[src/rtl/oam_dma_engine.sv]
// OAM DMA controller: copies XFER_LEN bytes from page {src_hi,00} into OAM at OAM_BASE.
// Optional build macro OAM_DMA_ECHO_MAP_EN mirrors source pages 0xE0-0xFF down to 0xC0-0xDF.
module oam_dma_engine #(
  parameter logic [15:0] OAM_BASE     = 16'hFE00,
  parameter logic [15:0] DMA_REG_ADDR = 16'hFF46,
  parameter int          XFER_LEN     = 160
) (
  input  logic        clk,
  input  logic        reset,
  input  logic [15:0] cpu_addr,
  input  logic [7:0]  cpu_wdata,
  input  logic        cpu_wr,
  input  logic        cpu_rd,
  output logic [7:0]  reg_rdata,
  output logic        reg_rd_hit,
  output logic [15:0] dma_addr,
  output logic        dma_rd,
  input  logic [7:0]  dma_rdata,
  output logic        dma_wr,
  output logic [7:0]  dma_wdata,
  output logic        cpu_block,
  output logic        done
);

  typedef enum logic [1:0] {
    S_IDLE,
    S_START,
    S_READ,
    S_WRITE
  } state_t;

  localparam logic [7:0] LAST_IDX = 8'(XFER_LEN - 1);

  state_t     state, state_nxt;
  logic [7:0] idx, idx_nxt;
  logic [7:0] dma_reg;
  logic [7:0] src_hi;
  logic       done_nxt;
  logic       reg_wr;
  logic       reg_rd;

  assign reg_wr = cpu_wr && (cpu_addr == DMA_REG_ADDR);
  assign reg_rd = cpu_rd && (cpu_addr == DMA_REG_ADDR);

`ifdef OAM_DMA_ECHO_MAP_EN
  assign src_hi = (dma_reg >= 8'hE0) ? (dma_reg - 8'h20) : dma_reg;
`else
  assign src_hi = dma_reg;
`endif

  // The registered source memory returns data in the WRITE cycle, so it passes straight through.
  assign dma_wdata = dma_rdata;

  // NOTE: all state updates here use non-blocking assignments so every flop samples pre-edge values.
  always_ff @(posedge clk) begin
    if (reset) begin
      state      <= S_IDLE;
      idx        <= 8'h00;
      dma_reg    <= 8'hFF;
      done       <= 1'b0;
      reg_rdata  <= 8'hFF;
      reg_rd_hit <= 1'b0;
    end else begin
      state      <= state_nxt;
      idx        <= idx_nxt;
      done       <= done_nxt;
      reg_rd_hit <= reg_rd;
      if (reg_wr) dma_reg <= cpu_wdata;
      if (reg_rd) reg_rdata <= dma_reg;
    end
  end

  // NOTE: every output of this block gets a default first, so no path can infer a latch.
  always_comb begin
    state_nxt = state;
    idx_nxt   = idx;
    done_nxt  = 1'b0;
    dma_addr  = 16'h0000;
    dma_rd    = 1'b0;
    dma_wr    = 1'b0;
    cpu_block = 1'b1;

    unique case (state)
      S_IDLE: begin
        cpu_block = 1'b0;
      end
      S_START: begin
        state_nxt = S_READ;
      end
      S_READ: begin
        dma_addr  = {src_hi, idx};
        dma_rd    = 1'b1;
        state_nxt = S_WRITE;
      end
      S_WRITE: begin
        dma_addr = OAM_BASE + {8'h00, idx};
        dma_wr   = 1'b1;
        if (idx == LAST_IDX) begin
          state_nxt = S_IDLE;
          done_nxt  = 1'b1;
        end else begin
          idx_nxt   = idx + 8'h01;
          state_nxt = S_READ;
        end
      end
      default: begin
        state_nxt = S_IDLE;
      end
    endcase

    // A register write (re)starts the copy from any state and overrides a same-cycle completion.
    if (reg_wr) begin
      state_nxt = S_START;
      idx_nxt   = 8'h00;
      done_nxt  = 1'b0;
    end
  end

endmodule
[config.mk]
export PLATFORM = sky130hd
export DESIGN_NAME = oam_dma_engine
export DESIGN_NICKNAME = d
export VERILOG_FILES = /design/src/rtl/oam_dma_engine.sv
export SDC_FILE = /design/constraint.sdc
export NUM_CORES = 1
export LEC_CHECK = 0
export ABC_AREA = 1
export CORE_MARGIN = 1
export CORE_UTILIZATION = 40
export DETAILED_ROUTE_END_ITERATION = 8
export PLACE_DENSITY = 0.78
export SYNTH_ARGS = -nofsm -noshare
export SYNTH_HDL_FRONTEND = slang
export SYNTH_SLANG_ARGS = --single-unit
[constraint.sdc]
create_clock -name clk -period 1.5 [get_ports clk]
set_input_delay 0.3 -clock clk [delete_from_list [all_inputs] [get_ports clk]]
set_output_delay 0.3 -clock clk [all_outputs]
set_load 0.02 [all_outputs]
==> flow_summary.ini, run 1 <==
[timing]
fin_crit_sh_pct = 105
hold_viol_final = 0
setup_tns_ns = -0.864
fin_skew_ns = 0.00548
fmax_ghz = 0.637
rsz0062_at_grt = yes
finalMaxSlewViolations = 0
fin_ws_ns = -0.0695
finalSetupViolCount = 16
period_needed_ns = 1.57
worst_pin_slew_ns = 0.296
relSlewSlack_pct = 80.2

[yosys]
synth_mux_area_share_pct = 0
synth_fa_ha_area_share_pct = 3.24
synth_area_um2 = 1550
synth_seq_cells = 28
synth_nets = 268
synth_compound_area_share_pct = 3.56
synth.yosys.seq_area_share_pct = 36.3
yosysWarnings = 0
avgSynthCellArea_um2 = 6.78
syn_inst = 228
synth_xor_xnor_area_share_pct = 1.70
synth_top_family_by_area = simple AND/OR/NAND/NOR gates
synth-simple-area-share_pct = 43.1
synth_cell_types = 23

[finish]
fillers = 334
final_common_cell = nand2_1
drive_gt1_share_pct = 25.3
area_growth_pct = 55.4
register_area_um2 = 566
multi_input_area_um2 = 883
mostFrequentLayoutCells = 57 x nand2_1, 27 x clkdlybuf4s50_1, 27 x buf_4, 26 x dfxtp_1
n_antenna_cell = 0
final_util_pct = 65.1
num-nets-final = 337

[placement]
place.gp.congestion = 0.790
portBuffers = 56
dp_hpwl_mm = 2.99

[floorplan]
rows = 22
initial_utilization_pct = 41.9
pin_count = 73
die_width_um = 64.2
fp.coreArea_um2 = 3690
die_y_um = 64.2
design.die.area_um2 = 4120

[setup_path]
critPathSlowestCell = dfxtp_4
critPathLaunchType = register
max_stage_delay_ns = 0.39
critPathTopFamily = flip-flops
crit_type = reg2out
cp_num_buf_inv = 2
cp-end-kind = output port
critPathMaxFanout = 8
cp_data_arrival_time_ns = 1.27
reg2reg_setup_slack_ns = 0.12
required_ns = 1.20
crit_chain = inv_4, ha_4, nor2_4, nor2_1, buf_4

[pwr]
ir_drop_mv = 0.841
combPwrFrac_pct = 45.1
power_switching_uw = 870
pwr-share-seq_pct = 32.0
powerDensity_nw_per_um2 = 1070
switching_share_pct = 33.9
intPower_uw = 1700
clkPwrFrac_pct = 22.9
power_uw = 2570
p_leak_uw = 0.00110

[drt]
first_pass_iters = 4
avgRoutedWirePerCell_um = 11.4
vias = 1660
drc = 0
antenna_left = 0
routed_wl_mm = 3.92
via_per_inst = 4.83
drtIter0Drc = 41

[clocking]
numCtsBuffers = 3
cts_max_path_buffers = 2
h-tree-depth = 1
cts_hold_buf = 0
clk_pin_slew_worst_paths_ns = 0.09
cts_tree = yes
cts.sinks = 28
cts-root-buf = clkbuf_8
clock_latency_ns = 0.27
post_cts_buffers = 0

[grt]
grt_max_degree = 17
antenna_found_initial = 0
grt_pass1_wl_mm = 6.65
overflow = 0
grt_pass1_vias = 1615
grt_use_total_pct = 20.3

[job]
drv_cap = 0

[min_path]
hold_path_class = reg2reg

[status]
violations = negative setup slack
status = finished with violations
## worst reg2reg max path: cells and delay by family (launching register included)
kind                     cells  cell delay, ns
AND/OR/NAND/NOR              5            0.52
AO/OA/AOI/OAI                1            0.07
buffers and inverters        1            0.08
adder cells (fa/ha/maj)      1            0.21
flip-flops                   1            0.39
## layer usage
layer  routed length [µm]  part of all wire [%]  track usage, %  vias up
met4                    8                  0.20            5.00        0
met1                 1640                    42            22.1      749
met5                    0                     0               0        -
li1                     -                     -               -      865
met2                 2060                    53            40.2       44
met3                  209                   5.3            3.21        2
## Yosys cell counts
| cell | instances | area (µm²) |
|---|---|---|
| nand2_1 | 66 | 248 |
| dfxtp_1 | 28 | 561 |
| nor2_1 | 24 | 90.1 |
| nand3_1 | 22 | 110 |
| inv_1 | 21 | 78.8 |
| nand4_1 | 21 | 131 |
| a21oi_1 | 8 | 40.0 |
| buf_4 | 8 | 60.1 |
| clkbuf_1 | 4 | 15.0 |
| ha_1 | 4 | 50.1 |
| buf_2 | 3 | 15.0 |
| o21ai_0 | 3 | 15.0 |
| xor2_1 | 3 | 26.3 |
| nand2_2 | 2 | 12.5 |
| nand3_2 | 2 | 20.0 |
| nor2_4 | 2 | 22.5 |
| and3_1 | 1 | 6.26 |
| buf_6 | 1 | 11.3 |
| clkinv_1 | 1 | 3.75 |
| inv_2 | 1 | 3.75 |
| nand2_4 | 1 | 11.3 |
| nand3b_1 | 1 | 7.51 |
| nor2_2 | 1 | 6.26 |
## layout make-up
type	count	area share (%)
multi-input cells	161	36.8
inverters	23	4.01
clock inverters	1	1.25
clock buffers	3	1.72
well taps	48	2.50
flip-flops and latches	28	23.6
repair buffers	80	30.2
## cells by family (layout without fill, tap and decap cells)
kind of cell | after synthesis | count (layout)
xor gates and xnor gates | 3 | 3
AOI/OAI and AO/OA | 11 | 11
adders and majority gates | 4 | 4
buffers and inverters | 39 | 107
DFF | 28 | 28
and+or+nand+nor | 143 | 143
## power groups by stage
stage	clock network, µW	logic [µW]	registers [µW]
finish	588	1160	823
detailed placement	0	961	810
CTS	601	1100	810
global route	634	1250	827
floorplan	0	521	806
global placement	0	957	807
## metrics by stage
stage | setup WS, ns | std cells | instance area, µm² | hold WS (ns)
2_1_floorplan | 0.00139 | 228 | 1550 | 0.369
3_3_place_gp | -0.345 | 339 | 2250 | 0.441
3_5_place_dp | -0.414 | 339 | 2250 | 0.452
4_1_cts | -0.0633 | 344 | 2340 | 0.470
5_1_grt | -0.136 | 344 | 2400 | 0.497
6_report | -0.0695 | 344 | 2400 | 0.460
## worst paths after layout
check / cells past startpoint / start / endpoint
max: 5 / state[0] / dma_addr[0]
min: 2 / reg_rdata[4] / reg_rdata[4]
max reg2reg: 8 / idx[1] / idx[1]
min reg2reg: 2 / reg_rdata[4] / reg_rdata[4]
## timing repair
item	CTS	global route
setup endpoints to repair	29	29
cloned	1	0
resized for setup	123	19
pin swaps	3	8
(Power assumes the default switching activity.)
==> run 2, diff against run 1 <==
- CAP_MARGIN: not set -> 20
==> results of run 2 <==
Same layout as run 1: the final DEF is identical, and so are final timing and power.
